File: config.mk
export PLATFORM = sky130hd
export DESIGN_NAME = sa3x3_sched_flat
export DESIGN_NICKNAME = d
export VERILOG_FILES = /design/src/rtl/sa3x3_sched_if.sv /design/src/rtl/sa3x3_sched.sv /design/src/flat_wrapper.sv
export SDC_FILE = /design/constraint.sdc
export NUM_CORES = 1
export LEC_CHECK = 0
export ABC_AREA = 1
export CAP_MARGIN = 10
export CORE_UTILIZATION = 58
export DETAILED_ROUTE_END_ITERATION = 10
export HOLD_SLACK_MARGIN = 0.02
export PLACE_DENSITY = 0.79
export REMOVE_ABC_BUFFERS = 1
export SYNTH_ARGS = -nofsm -noshare
export SYNTH_HDL_FRONTEND = slang
export SYNTH_SLANG_ARGS = --single-unit
export TNS_END_PERCENT = 30
File: constraint.sdc
create_clock -name clk -period 2.68 [get_ports clk]
set_input_delay 0.536 -clock clk [delete_from_list [all_inputs] [get_ports clk]]
set_output_delay 0.536 -clock clk [all_outputs]
set_load 0.01 [all_outputs]
File: src/rtl/sa3x3_sched_if.sv
// Host-side bus of the 3x3 systolic-array sequencer: run handshake,
// tile write port and result read port.
interface sa3x3_sched_if #(
    parameter int DW = 8
);
    logic          start;
    logic          busy;
    logic          done;
    logic          wr_en;
    logic          wr_sel;
    logic [3:0]    wr_addr;
    logic [DW-1:0] wr_data;
    logic [1:0]    rd_addr;
    logic [DW-1:0] rd_data;

    modport master (
        output start, wr_en, wr_sel, wr_addr, wr_data, rd_addr,
        input  busy, done, rd_data
    );

    modport slave (
        input  start, wr_en, wr_sel, wr_addr, wr_data, rd_addr,
        output busy, done, rd_data
    );
endinterface

File: src/rtl/sa3x3_sched.sv
// Sequencer for a 3x3 weight-stationary systolic array: loads B weights,
// streams skewed A rows, waits for drain, then captures three C_out samples.
module sa3x3_sched #(
    parameter int DW   = 8,
    parameter int LAT  = 4,
    parameter int NCAP = 3
) (
    input  logic          clk,
    input  logic          rst,
    sa3x3_sched_if.slave  host,
    output logic [DW-1:0] A_in_1,
    output logic [DW-1:0] A_in_2,
    output logic [DW-1:0] A_in_3,
    output logic [DW-1:0] B_in_1,
    output logic [DW-1:0] B_in_2,
    output logic [DW-1:0] B_in_3,
    output logic          P1_en,
    input  logic [DW-1:0] C_out
);

    typedef enum logic [2:0] {IDLE, WLOAD, STREAM, DRAIN, CAPTURE} state_t;

    localparam logic [3:0] DRAIN_LAST = 4'(LAT - 1);
    localparam logic [3:0] CAP_LAST   = 4'(NCAP - 1);

    state_t        state, state_nx;
    logic [3:0]    cnt, cnt_nx;

    logic [DW-1:0] a_tile [0:8];
    logic [DW-1:0] b_tile [0:8];
    logic [DW-1:0] a_eff  [0:8];
    logic [DW-1:0] b_eff  [0:8];
    logic [DW-1:0] result [0:NCAP-1];

    logic [DW-1:0] a_nx [0:2];
    logic [DW-1:0] b_nx [0:2];
    logic          p1_nx;
    logic          busy_q, done_q;
    logic          busy_nx, done_nx;
    logic          wr_ok;

    always_ff @(posedge clk) begin
        if (rst) begin
            state <= IDLE;
            cnt   <= '0;
        end else begin
            state <= state_nx;
            cnt   <= cnt_nx;
        end
    end

    always_comb begin
        state_nx = state;
        cnt_nx   = cnt + 4'd1;
        case (state)
            IDLE: begin
                cnt_nx = '0;
                if (host.start) state_nx = WLOAD;
            end
            WLOAD: if (cnt == 4'd2) begin
                state_nx = STREAM;
                cnt_nx   = '0;
            end
            STREAM: if (cnt == 4'd4) begin
                state_nx = DRAIN;
                cnt_nx   = '0;
            end
            DRAIN: if (cnt == DRAIN_LAST) begin
                state_nx = CAPTURE;
                cnt_nx   = '0;
            end
            CAPTURE: if (cnt == CAP_LAST) begin
                state_nx = IDLE;
                cnt_nx   = '0;
            end
            default: begin
                state_nx = IDLE;
                cnt_nx   = '0;
            end
        endcase
    end

    // Tile view with this cycle's write merged in, so a write accepted
    // together with start already feeds the first WLOAD cycle.
    always_comb begin
        wr_ok = (state == IDLE) && host.wr_en && (host.wr_addr <= 4'd8);
        a_eff = a_tile;
        b_eff = b_tile;
        if (wr_ok) begin
            if (host.wr_sel) b_eff[host.wr_addr] = host.wr_data;
            else             a_eff[host.wr_addr] = host.wr_data;
        end
    end

    always_comb begin
        a_nx    = '{default: '0};
        b_nx    = '{default: '0};
        p1_nx   = 1'b0;
        busy_nx = (state_nx != IDLE);
        done_nx = (state == CAPTURE) && (cnt == CAP_LAST);
        if (state_nx == WLOAD) begin
            p1_nx = 1'b1;
            case (cnt_nx)
                4'd0:    b_nx = '{b_eff[6], b_eff[7], b_eff[8]};
                4'd1:    b_nx = '{b_eff[3], b_eff[4], b_eff[5]};
                default: b_nx = '{b_eff[0], b_eff[1], b_eff[2]};
            endcase
        end else if (state_nx == STREAM) begin
            // Row i is delayed by i cycles: A_in_i carries A[t-i][i].
            case (cnt_nx)
                4'd0:    a_nx = '{a_eff[0], '0,       '0      };
                4'd1:    a_nx = '{a_eff[3], a_eff[1], '0      };
                4'd2:    a_nx = '{a_eff[6], a_eff[4], a_eff[2]};
                4'd3:    a_nx = '{'0,       a_eff[7], a_eff[5]};
                default: a_nx = '{'0,       '0,       a_eff[8]};
            endcase
        end
    end

    always_ff @(posedge clk) begin
        if (rst) begin
            a_tile <= '{default: '0};
            b_tile <= '{default: '0};
            result <= '{default: '0};
            A_in_1 <= '0;
            A_in_2 <= '0;
            A_in_3 <= '0;
            B_in_1 <= '0;
            B_in_2 <= '0;
            B_in_3 <= '0;
            P1_en  <= 1'b0;
            busy_q <= 1'b0;
            done_q <= 1'b0;
        end else begin
            a_tile <= a_eff;
            b_tile <= b_eff;
            if (state == CAPTURE) result[cnt[1:0]] <= C_out;
            A_in_1 <= a_nx[0];
            A_in_2 <= a_nx[1];
            A_in_3 <= a_nx[2];
            B_in_1 <= b_nx[0];
            B_in_2 <= b_nx[1];
            B_in_3 <= b_nx[2];
            P1_en  <= p1_nx;
            busy_q <= busy_nx;
            done_q <= done_nx;
        end
    end

    assign host.busy = busy_q;
    assign host.done = done_q;

    always_comb begin
        case (host.rd_addr)
            2'd0:    host.rd_data = result[0];
            2'd1:    host.rd_data = result[1];
            2'd2:    host.rd_data = result[2];
            default: host.rd_data = '0;
        endcase
    end

endmodule
File: src/flat_wrapper.sv
// flat-port wrapper written by rule: the top's interface ports become plain ports
module sa3x3_sched_flat 
#(
    parameter int DW   = 8,
    parameter int LAT  = 4,
    parameter int NCAP = 3
)
  (clk, rst, A_in_1, A_in_2, A_in_3, B_in_1, B_in_2, B_in_3, P1_en, C_out, host_start, host_wr_en, host_wr_sel, host_wr_addr, host_wr_data, host_rd_addr, host_busy, host_done, host_rd_data);
  sa3x3_sched_if #(.DW(DW)) host_i ();
  input  logic clk;
  input  logic rst;
  output logic [DW-1:0] A_in_1;
  output logic [DW-1:0] A_in_2;
  output logic [DW-1:0] A_in_3;
  output logic [DW-1:0] B_in_1;
  output logic [DW-1:0] B_in_2;
  output logic [DW-1:0] B_in_3;
  output logic P1_en;
  input  logic [DW-1:0] C_out;
  input wire logic [$bits(host_i.start)-1:0] host_start;
  input wire logic [$bits(host_i.wr_en)-1:0] host_wr_en;
  input wire logic [$bits(host_i.wr_sel)-1:0] host_wr_sel;
  input wire logic [$bits(host_i.wr_addr)-1:0] host_wr_addr;
  input wire logic [$bits(host_i.wr_data)-1:0] host_wr_data;
  input wire logic [$bits(host_i.rd_addr)-1:0] host_rd_addr;
  output wire logic [$bits(host_i.busy)-1:0] host_busy;
  output wire logic [$bits(host_i.done)-1:0] host_done;
  output wire logic [$bits(host_i.rd_data)-1:0] host_rd_data;
  assign host_i.start = host_start;
  assign host_i.wr_en = host_wr_en;
  assign host_i.wr_sel = host_wr_sel;
  assign host_i.wr_addr = host_wr_addr;
  assign host_i.wr_data = host_wr_data;
  assign host_i.rd_addr = host_rd_addr;
  assign host_busy = host_i.busy;
  assign host_done = host_i.done;
  assign host_rd_data = host_i.rd_data;
  sa3x3_sched #(.DW(DW), .LAT(LAT), .NCAP(NCAP)) u_core (.clk(clk), .rst(rst), .host(host_i), .A_in_1(A_in_1), .A_in_2(A_in_2), .A_in_3(A_in_3), .B_in_1(B_in_1), .B_in_2(B_in_2), .B_in_3(B_in_3), .P1_en(P1_en), .C_out(C_out));
endmodule
Word-level counts from Yosys, hierarchy flattened. Cells that the tools add are included.

Register bits: 226. Input port bits: 27. Output and inout port bits: 59. Logic and storage cells: 93.

Add/sub/neg operators: 1. $lt $le $gt $ge: 5. Eq/ne operators: 14. Muxes and demuxes: 25. Bitwise gates (word level): 4. Reduce and logical (&&, ||, !) cells: 12.

Operators by type and width (number): 2-to-1 mux 72 bit (4); bitwise mux 72 bit (2); case mux 24 bit (4 select lines) (1); case mux 24 bit (2 select lines) (1); demux 8 bit (select 4 bit) (1); bitwise mux 24 bit (1); case mux 8 bit (3 select lines) (1); demux 8 bit (select 2 bit) (1); == test 4 x 2 -> 1 bit, second input constant (4); 2-to-1 mux 8 bit (2); 2-to-1 mux 3 bit (5); case mux 3 bit (5 select lines) (1); 2-to-1 mux 4 bit (3); case mux 4 bit (3 select lines) (1); == test 3 x 2 -> 1 bit, second input constant (3); == test 3 x 1 -> 1 bit, second input constant (2); greater-or-equal comparator 5 bit, second input constant (1); logical AND 1 bit (5); < comparator 5 x 1 -> 1 bit, second input constant (1); NOT 4 -> 5 bit (1); adder 4 x 1 -> 4 bit, second input constant (1); == test 4 x 1 -> 1 bit, second input constant (1); == test 4 x 3 -> 1 bit, second input constant (1); <= comparator 4 bit, second input constant (1); other kinds (14) (16).

Depth between registers and ports, before layout. Gate-level depths: netlist of run 1.

Depth after elaboration: 9. Mapped depth: 14. Depth with buffers taken out: 12.

Least setup slack after synthesis of run 1. OpenSTA, ideal clock, no wires.

Path kind: input to register. Start point: in host_wr_addr[2]. End point: reg u_core.B_in_3[7]. Library setup time: 0.109 ns. Data arrival time: 1.883 ns. Required time: 2.571 ns. Slack: 0.688 ns. Stages: 11. Buffers on the path: 1. Path through: buf_2 nor2_8 inv_1 nor2_1 nand3_2 nand2_1 nand2_1 nand2_1 nand3_1 nand2_1 inv_1.

Longest elaborated chain between the ends: 9. Elaborated cells between the ends (all ways): 12. Classes of those cells: 3 x order compare; 6 x mux; 1 x bitwise; 2 x reduce/logical.

RTL lines: from (decl) (line flat_wrapper.sv:23) `input wire logic [$bits(host_i.wr_addr)-1:0] host_wr_addr;`; NOT 4 -> 5 bit (not written as such) (line sa3x3_sched.sv:90) `if (host.wr_sel) b_eff[host.wr_addr] = host.wr_data;`; greater-or-equal comparator 5 bit (not written as such) or < comparator 5 x 1 -> 1 bit (tied branches) (line sa3x3_sched.sv:90); logical AND 1 bit (not written as such) (line sa3x3_sched.sv:90); 2-to-1 mux 8 bit (not written as such) (line sa3x3_sched.sv:90); demux 8 bit (select 4 bit) (line sa3x3_sched.sv:90); bitwise mux 72 bit (line sa3x3_sched.sv:90); 2-to-1 mux 72 bit (line sa3x3_sched.sv:90); 2-to-1 mux 72 bit (*) (line sa3x3_sched.sv:89) `if (wr_ok) begin`; case mux 24 bit (2 select lines) (*) (line sa3x3_sched.sv:103) `case (cnt_nx)`; to (signal assigned) (line sa3x3_sched.sv:143) `B_in_3 <= b_nx[2];`; to (decl) (line sa3x3_sched.sv:16) `output logic [DW-1:0] B_in_3,`.

Mark *: on every way between the ends. The rest lies on a longest branch, timed or not. A chain may end at the register's enable or synchronous reset.

Worst setup path in the final report of run 1.
Start point: in host_rd_addr[1]. End point: out host_rd_data[5].

Longest elaborated chain between the ends: 2. Elaborated cells between the ends (all ways): 4. Classes of those cells: 2 x eq/ne; 1 x mux; 1 x reduce/logical.

RTL lines: from (decl) (line flat_wrapper.sv:25) `input wire logic [$bits(host_i.rd_addr)-1:0] host_rd_addr;`; == test 2 bit, or another cell as far along (line sa3x3_sched.sv:154) `case (host.rd_addr)`; case mux 8 bit (3 select lines) (*) (line sa3x3_sched.sv:154); to (decl) (line flat_wrapper.sv:28) `output wire logic [$bits(host_i.rd_data)-1:0] host_rd_data;`.

Marks and branches as above.

==> impl_metrics.toml, run 1 <==
[place]
place_ws_ns = -0.008486
place.detailed.hpwl_mm = 18.16
portBuffers = 85
gp_congestion = 0.8502

[clock_tree]
cts_root_buf = "clkbuf_16"
post_cts_buffers = 0
clk_path_buf_depth = 3
h-tree-depth = 1
cts.sinks = 226
tritoncts = "built"
clk_pin_slew_worst_paths_ns = 0.06
cts_made_buffers = 24
worstSkewPairLatency_ns = 0.52
cts_hold_buf = 0

[logic_synthesis]
synth_area_um2 = 10350
synthCells = 1519
yosysSeqAreaShare = 0.4372
synth-seq-cells = 226
synth_warnings = 0
synth.distinct_cells = 35
syn_area_per_cell_um2 = 6.813

[setup_path]
cp-end-kind = "output port"
worstPathMaxFanout = 8
cp-start-kind = "primary input"
r2r_start = "u_core.cnt[0]"
worstSetupPathType = "primary input to output port"
startpoint = "host_rd_addr[1]"
arrival_ns = 2.04
r2r-end = "u_core.A_in_3[6]"
critPathRequiredTime_ns = 2.14
crit_path_end = "host_rd_data[5]"
r2r_slack_ns = 0.28
r2r_cells = 10

[timing]
setup_violations = 0
fin_crit_sh = 0.9597
post-route-worst-setup-slack_ns = 0.1079
setup_tns_ns = 0
slew_violations = 0
rsz0062_at_grt = "false"
tightestPinTransition_ns = 0.7138
fin_skew_ns = 0.01278
min_period_ns = 2.572
slew_headroom = 0.5242
hold_viol = 0
fmax_mhz = 388.8

[die]
rows = 48
start_util = 0.5962
die-area_um2 = 18380
ios = 86
die_w_um = 135.6
core-area_um2 = 17360
die_h_um = 135.6

[power_and_ir_drop]
vdd_drop_max_mv = 0.4346
p_per_area_nw_per_um2 = 570.3
leakage_uw = 0.005821

[global_routing]
grtUsageTotal = 0.3131
grt_pass1_vias = 9388
grt_use_met3 = 0.04265
grt_max_degree = 138
global_route.usage.met2 = 0.5281
grt-busiest-layer = "met2"
antenna_found_initial = 0
grt_pass1_wl_mm = 46.20
grt_remaining_overflow = 0
use_met1 = 0.4079

[routing]
drtAntennaViolNets = 0
vias = 10340
drtIter0Drc = 992
drc = 0
wl_per_cell_um = 15.69
dr.pass1.iters = 5
drt_wl_total_mm = 28.73
routed_via_density = 5.647

[finish]
fin_nets = 1622
final_common_cell = "nand2_1"
syn_to_final_growth_pct = 19.36
drive_above_1_share = 0.07783
final_cell_mix = "nand2_1 (496), dfxtp_1 (226), nand3_1 (166), a21oi_1 (138), inv_1 (132)"
fin_util = 0.7116
diodes = 0

[outcome]
outcome = "finished clean"

[job]
maxCapViolCount = 0

[hold_path]
hold_class = "primary input to register"
synthesized netlist by cell type, drive strengths merged:
library cell / instances / share of area
xor2: 2 / 0.0017
clkbuf: 59 / 0.021
nand4: 79 / 0.048
clkinv: 1 / 0.00036
a21oi: 139 / 0.068
nand2: 500 / 0.18
buf: 40 / 0.020
nor3: 4 / 0.0035
nor2: 90 / 0.039
a31oi: 1 / 0.00060
o21a: 8 / 0.0058
o22ai: 1 / 0.00060
o221ai: 8 / 0.0068
o21ai: 50 / 0.026
a32oi: 1 / 0.00085
nand3: 171 / 0.085
dfxtp: 226 / 0.44
inv: 134 / 0.049
ha: 4 / 0.0048
nand3b: 1 / 0.00073
final cells by class:
cell class,count,area [um^2]
Clock buffer,38,714.4
Clock inverter,3,15.01
Fill cell,1475,5005
Inverter,135,506.7
Multi-Input combinational cell,1059,4911
Sequential cell,226,4524
Tap cell,225,281.5
Timing Repair Buffer,145,1399
sequential cells by signal, indices dropped and copies added (netlist names):
name,flops
u_core.a_tile,72
u_core.b_tile,72
u_core.result,24
u_core.A_in_1,8
u_core.A_in_2,8
u_core.A_in_3,8
u_core.B_in_1,8
u_core.B_in_2,8
u_core.B_in_3,8
u_core.cnt,4
u_core.state,3
u_core.P1_en,1
u_core.host.busy,1
u_core.host.done,1
routing by layer:
metal  part of all wire  routed length (um)
met5                  0                   0
met4              0.028                 806
met3              0.072                2080
met2               0.48               13710
met1               0.42               12140
worst max-delay path, cell delays in order:
cell	delay, ns
clkdlybuf4s50_1	0.47
inv_1	0.06
nor2_1	0.08
inv_1	0.14
o221ai_1	0.18
clkdlybuf4s50_1	0.57
per-stage QoR:
stage / area [um^2] / hold WS, ns / power [uW] / std cells
floorplan: 9925 / 0.4303 / 3656 / 1420
CTS: 12330 / 0.3864 / 7066 / 1831
finish: 12350 / 0.4023 / 7045 / 1831
global route: 12350 / 0.3986 / 7239 / 1831
global placement: 11600 / 0.4389 / 3977 / 1790
detailed placement: 11600 / 0.4476 / 3982 / 1790
repair_timing:
action                     in CTS  in global routing
setup endpoints to repair       0                 21
hold endpoints to repair        0                  0
resized for setup               0                  9
logic make-up (layout without fill, tap and decap cells):
family	Yosys count	count (layout)	share of synthesized area
AOI/OAI and AO/OA	208	208	0.1078
buffers and inverters	234	321	0.08995
and+or+nand+nor	845	845	0.3585
xor gates and xnor gates	2	2	0.001693
DFF	226	226	0.4372
adders and majority gates	4	4	0.004836
power breakdown:
part | leakage, uW | switching, uW | internal [uW]
sequential | 0.00182 | 7.40 | 3380
combinational | 0.00364 | 388 | 153
clock | 0.000359 | 1310 | 1810
worst min path at each step:
| stage | depth (start not counted) | from | endpoint | slack [ns] |
|---|---|---|---|---|
| finish | 2 | rst | u_core.a_tile[11] | 0.40 |
| detailed placement | 2 | u_core.result[14] | u_core.result[14] | 0.45 |
| CTS | 2 | rst | u_core.state[1] | 0.39 |
| global placement | 2 | u_core.result[6] | u_core.result[6] | 0.44 |
| floorplan | 2 | u_core.result[0] | u_core.result[0] | 0.43 |
| global route | 2 | rst | u_core.state[0] | 0.40 |
Note: power is estimated with default switching activity, not from simulation.
==> run 2: changes to the inputs <==
--- a/config.mk
+++ b/config.mk
@@ -11,6 +11,7 @@
 export DETAILED_ROUTE_END_ITERATION = 10
 export HOLD_SLACK_MARGIN = 0.02
 export PLACE_DENSITY = 0.79
+export RECOVER_POWER = 50
 export REMOVE_ABC_BUFFERS = 1
 export SYNTH_ARGS = -nofsm -noshare
 export SYNTH_HDL_FRONTEND = slang
==> run 2 against run 1 <==
Effect of this change: via count rose by 0.73%; non-clock buffer count did not move; global-route usage did not move; clock-buffer cell count did not move; clock skew barely moved; critical endpoint unchanged; sequential cell count did not move; worst setup slack got worse by 0.0025 ns.
==> impl_metrics.toml, run 2 (same netlist as run 1, synthesis figures left out) <==
[global_routing]
grtUsageTotal = 0.3131
antenna_found_initial = 0
grt_pass1_vias = 9388
grt_pass1_wl_mm = 46.20
grt_remaining_overflow = 0
grt_max_degree = 138

[power_and_ir_drop]
p_sw_frac = 0.2416
pwr-share-clk = 0.443
pwr-share-seq = 0.481
p_per_area_nw_per_um2 = 571.6
intPower_uw = 5338
vdd_drop_max_mv = 0.4340
combPwrFrac = 0.076
p_switching_uw = 1700
leakage_uw = 0.005984

[timing]
slew_headroom = 0.5482
min_period_ns = 2.575
fmax_mhz = 388.4
rsz0062_at_grt = "false"
tightestPinTransition_ns = 0.6776
hold_viol = 0
slew_violations = 0
setup_violations = 0
fin_skew_ns = 0.01280
hold_ws_ns = 0.4032
fin_crit_sh = 0.9607

[finish]
fin_nets = 1622
final_cell_mix = "nand2_1 (496), dfxtp_1 (226), nand3_1 (166), a21oi_1 (139), inv_1 (132)"
design_area_um2 = 12310
diodes = 0
syn_to_final_growth_pct = 18.97
final_common_cell = "nand2_1"
top_regs = "u_core.a_tile x72, u_core.b_tile x72, u_core.result x24"
drive_above_1_share = 0.07347

[routing]
drtIter0Drc = 999
dr.pass1.iters = 6
drc = 0
drt_wl_total_mm = 28.67
drtAntennaViolNets = 0
wl_per_cell_um = 15.66
vias = 10415
routed_via_density = 5.688

[setup_path]
worstPathMaxFanout = 8
r2r-end = "u_core.A_in_3[6]"
cp-end-kind = "output port"
r2r_start = "u_core.cnt[0]"
r2r_cells = 10
critPathRequiredTime_ns = 2.14
cp-start-kind = "primary input"
arrival_ns = 2.04
worstSetupPathType = "primary input to output port"
r2r_slack_ns = 0.30

[die]
ios = 86
die_h_um = 135.6
die_w_um = 135.6
rows = 48
start_util = 0.5962
core-area_um2 = 17360
die-area_um2 = 18380

[hold_path]
hold_class = "primary input to register"
hold_end = "u_core.a_tile[13]"
worstHoldStart = "rst"
hold_path_depth = 2

[place]
gp_congestion = 0.8502
place.detailed.hpwl_mm = 18.16
portBuffers = 85
dpl_cell_area_um2 = 11600

[clock_tree]
tritoncts = "built"
h-tree-depth = 1
clk_path_buf_depth = 3
cts_hold_buf = 0
cts.sinks = 226
clk_pin_slew_worst_paths_ns = 0.06
worstSkewPairLatency_ns = 0.52
cts_root_buf = "clkbuf_16"
cts_made_buffers = 24

[job]
maxCapViolCount = 0

[outcome]
outcome = "finished clean"
[run 2: cell count changes in the layout (fill, tap and decap cells not counted), sizes merged]
cell	before	now
clkdlybuf4s50	76	24
dlygate4sd3	0	52
buf	62	57
clkbuf	38	43
[run 2: what timing repair did]
| item | in CTS | in global routing |
|---|---|---|
| resized for setup | 0 | 9 |
| setup endpoints to repair | 0 | 21 |
| buffers inserted | 0 | 0 |
[run 2: cell type report]
| type | count | area, um^2 |
|---|---|---|
| fill | 1483 | 5045 |
| multi-input combinational | 1059 | 4900 |
| sequential | 226 | 4524 |
| timing repair buffer | 145 | 1370 |
| clock buffer | 38 | 714.4 |
| inverter | 135 | 506.7 |
| tap | 225 | 281.5 |
| clock inverter | 3 | 15.01 |
[run 2: how the worst max path moves through the flow]
stage | from | endpoint | slack [ns] | cells after the start
finish | host_rd_addr[1] | host_rd_data[5] | 0.11 | 6
global route | host_rd_addr[1] | host_rd_data[5] | 0.01 | 6
CTS | host_rd_addr[0] | host_rd_data[0] | 0.02 | 4
detailed placement | host_wr_addr[2] | u_core.A_in_2[3] | -0.008 | 10
global placement | host_rd_addr[0] | host_rd_data[0] | 0.02 | 4
floorplan | u_core.cnt[0] | u_core.B_in_2[0] | -1.02 | 8
[run 2: critical path: stages]
cell and delay (ns):
clkdlybuf4s50_1 0.47, inv_1 0.06, nor2_1 0.08, inv_1 0.14
o221ai_1 0.18, clkdlybuf4s50_1 0.57
[run 2: power by group through the flow]
| stage | sequential (uW) | combinational [uW] | clock [uW] |
|---|---|---|---|
| global placement | 3460 | 520 | 0 |
| detailed placement | 3460 | 525 | 0 |
| global route | 3380 | 565 | 3280 |
| CTS | 3380 | 529 | 3150 |
| finish | 3380 | 534 | 3120 |
| floorplan | 3460 | 198 | 0 |
[run 2: routing by layer]
| layer | vias to the layer above | wire length (um) | global-route usage | share of wire |
|---|---|---|---|---|
| met5 | - | 0 | 0 | 0 |
| met4 | 0 | 851 | 0.1105 | 0.030 |
| met3 | 73 | 2237 | 0.04265 | 0.078 |
| met2 | 451 | 13630 | 0.5281 | 0.48 |
| met1 | 4805 | 11950 | 0.4079 | 0.42 |
| li1 | 5086 | - | - | - |
[run 2: through the flow]
stage           TNS (ns)  power (uW)  utilization  setup slack, ns  cells
3_3_place_gp           0        3977       0.6683          0.02452   1790
3_5_place_dp   -0.009876        3982       0.6683        -0.008486   1790
4_1_cts                0        7066       0.7104          0.02138   1831
5_1_grt                0        7232       0.7093          0.01305   1831
6_report               0        7038       0.7093           0.1053   1831
2_1_floorplan     -42.84        3656            -           -1.021   1420
==> run 3: changes to the inputs <==
--- a/config.mk
+++ b/config.mk
@@ -7,7 +7,9 @@
 export LEC_CHECK = 0
 export ABC_AREA = 1
 export CAP_MARGIN = 10
-export CORE_UTILIZATION = 58
+export CELL_PAD_IN_SITES_DETAIL_PLACEMENT = 0
+export CELL_PAD_IN_SITES_GLOBAL_PLACEMENT = 1
+export CORE_UTILIZATION = 42
 export DETAILED_ROUTE_END_ITERATION = 10
 export HOLD_SLACK_MARGIN = 0.02
 export PLACE_DENSITY = 0.79
==> run 3 against run 2 <==
Effect of this change: sequential share of layout area down 1.3 points; worst setup slack lost 0.016 ns; total power grew 7.1%; highest routed layer unchanged.
==> impl_metrics.toml, run 3 (same netlist as run 1, synthesis figures left out) <==
[global_routing]
global_route.usage.met2 = 0.3925
grt_max_degree = 119
grt_use_met3 = 0.02787
grt_pass1_vias = 9254
grt_pass1_wl_mm = 48.58
antenna_found_initial = 0
use_met1 = 0.3205
grtUsageTotal = 0.2336
grt_remaining_overflow = 0
grt-busiest-layer = "met2"

[timing]
fin_skew_ns = 0.02109
min_period_ns = 2.591
slew_headroom = 0.5654
slew_violations = 0
rsz0062_at_grt = "false"
tightestPinTransition_ns = 0.6519
fmax_mhz = 386.0
setup_tns_ns = 0
hold_viol = 0
hold_ws_ns = 0.4513
setup_violations = 0
fin_crit_sh = 0.9667

[hold_path]
hold_path_depth = 2
worstHoldStart = "u_core.result[0]"
hold_class = "register to register"
hold_end = "u_core.result[0]"

[setup_path]
crit_path_max_incr_delay_ns = 0.57
critPathRequiredTime_ns = 2.14
r2r-end = "u_core.A_in_2[7]"
r2r_cells = 10
r2r_slack_ns = 0.37
crit_slowest_cell = "clkdlybuf4s50_1"
cp-start-kind = "primary input"
worstPathMaxFanout = 8
timing.critical_path.buf_inv = 2
crit_family = "buffers and inverters"
crit_path_cell_trace = "clkdlybuf4s50_1 > nand2_1 > o221ai_1 > clkdlybuf4s50_1"
crit_top_cell = "clkdlybuf4s50_1"
cp-end-kind = "output port"
r2r_start = "u_core.state[0]"
arrival_ns = 2.05
worstSetupPathType = "primary input to output port"

[clock_tree]
clk_pin_slew_worst_paths_ns = 0.06
cts_hold_buf = 0
cts_made_buffers = 27
cts_root_buf = "clkbuf_16"
worstSkewPairLatency_ns = 0.53
post_cts_buffers = 0
ctsResizeCount = 0
tritoncts = "built"
cts.sinks = 226
h-tree-depth = 1
clk_path_buf_depth = 3

[die]
core-area_um2 = 24250
ios = 86
die-area_um2 = 25270
die_h_um = 159.0
start_util = 0.4268
rows = 57
die_w_um = 159.0

[routing]
routed_via_density = 5.114
drtIter0Drc = 629
dr.pass1.iters = 7
drt_wl_total_mm = 29.86
wl_per_cell_um = 15.27
vias = 9997
drc = 0
drtAntennaViolNets = 0

[place]
post-place-cells = 1908
place.detailed.hpwl_mm = 19.22
dpl_cell_area_um2 = 11950
gp_congestion = 0.8066
portBuffers = 85

[power_and_ir_drop]
leakage_uw = 0.005915
vdd_drop_max_mv = 0.3991
p_per_area_nw_per_um2 = 591.3

[job]
maxCapViolCount = 0

[finish]
syn_to_final_growth_pct = 23.23
final_cell_mix = "nand2_1 (498), dfxtp_1 (226), nand3_1 (167), a21oi_1 (139), inv_1 (132)"
finalNonFillerCells = 1955
top_regs = "u_core.a_tile x72, u_core.b_tile x72, u_core.result x24"
fin_nets = 1644
fillers = 2457
fin_util = 0.5259
diodes = 0
design_area_um2 = 12750
drive_above_1_share = 0.08093
final_common_cell = "nand2_1"

[outcome]
outcome = "finished clean"
-- run 3: worst register-to-register path, delay by kind of cell (launching register included) --
family                 cells  cell delay [ns]
AOI/OAI and AO/OA          1             0.24
buffers and inverters      3             0.82
and+or+nand+nor            6             0.80
DFF                        1             0.36
-- run 3: worst max-delay path by stage --
stage	startpoint	endpoint	slack, ns	cells past startpoint
finish	host_rd_addr[0]	host_rd_data[4]	0.09	4
global route	host_rd_addr[0]	host_rd_data[4]	0.0007	4
CTS	host_rd_addr[0]	host_rd_data[6]	0.07	4
detailed placement	host_wr_addr[0]	u_core.B_in_3[2]	0.08	12
global placement	host_rd_addr[1]	host_rd_data[6]	0.08	6
floorplan	u_core.cnt[0]	u_core.B_in_2[0]	-1.02	8
-- run 3: cell type report --
class / count / area (um^2) / share of cell area
timing repair buffer: 164 / 1550 / 0.1216
sequential: 226 / 4524 / 0.3548
clock buffer: 39 / 780.7 / 0.06122
clock inverter: 8 / 96.34 / 0.007555
multi-input combinational: 1059 / 4888 / 0.3833
inverter: 135 / 506.7 / 0.03974
tap: 324 / 405.4 / 0.03179
-- run 3: metrics by stage --
stage	total power [uW]	setup WS, ns
finish	7540	0.08917
global route	7807	0.0006908
CTS	7638	0.07239
detailed placement	4026	0.07755
global placement	4027	0.08349
floorplan	3656	-1.021
-- run 3: power breakdown --
part | switching, uW | internal [uW]
registers | 7.23 | 3380
logic | 394 | 170
clock network | 1390 | 2200
total | 1790 | 5750
-- run 3: routing by layer --
metal	up-vias	routed length (um)
met5	-	0
met4	0	544
met3	45	1653
met2	232	13870
met1	4584	13790
li1	5136	-
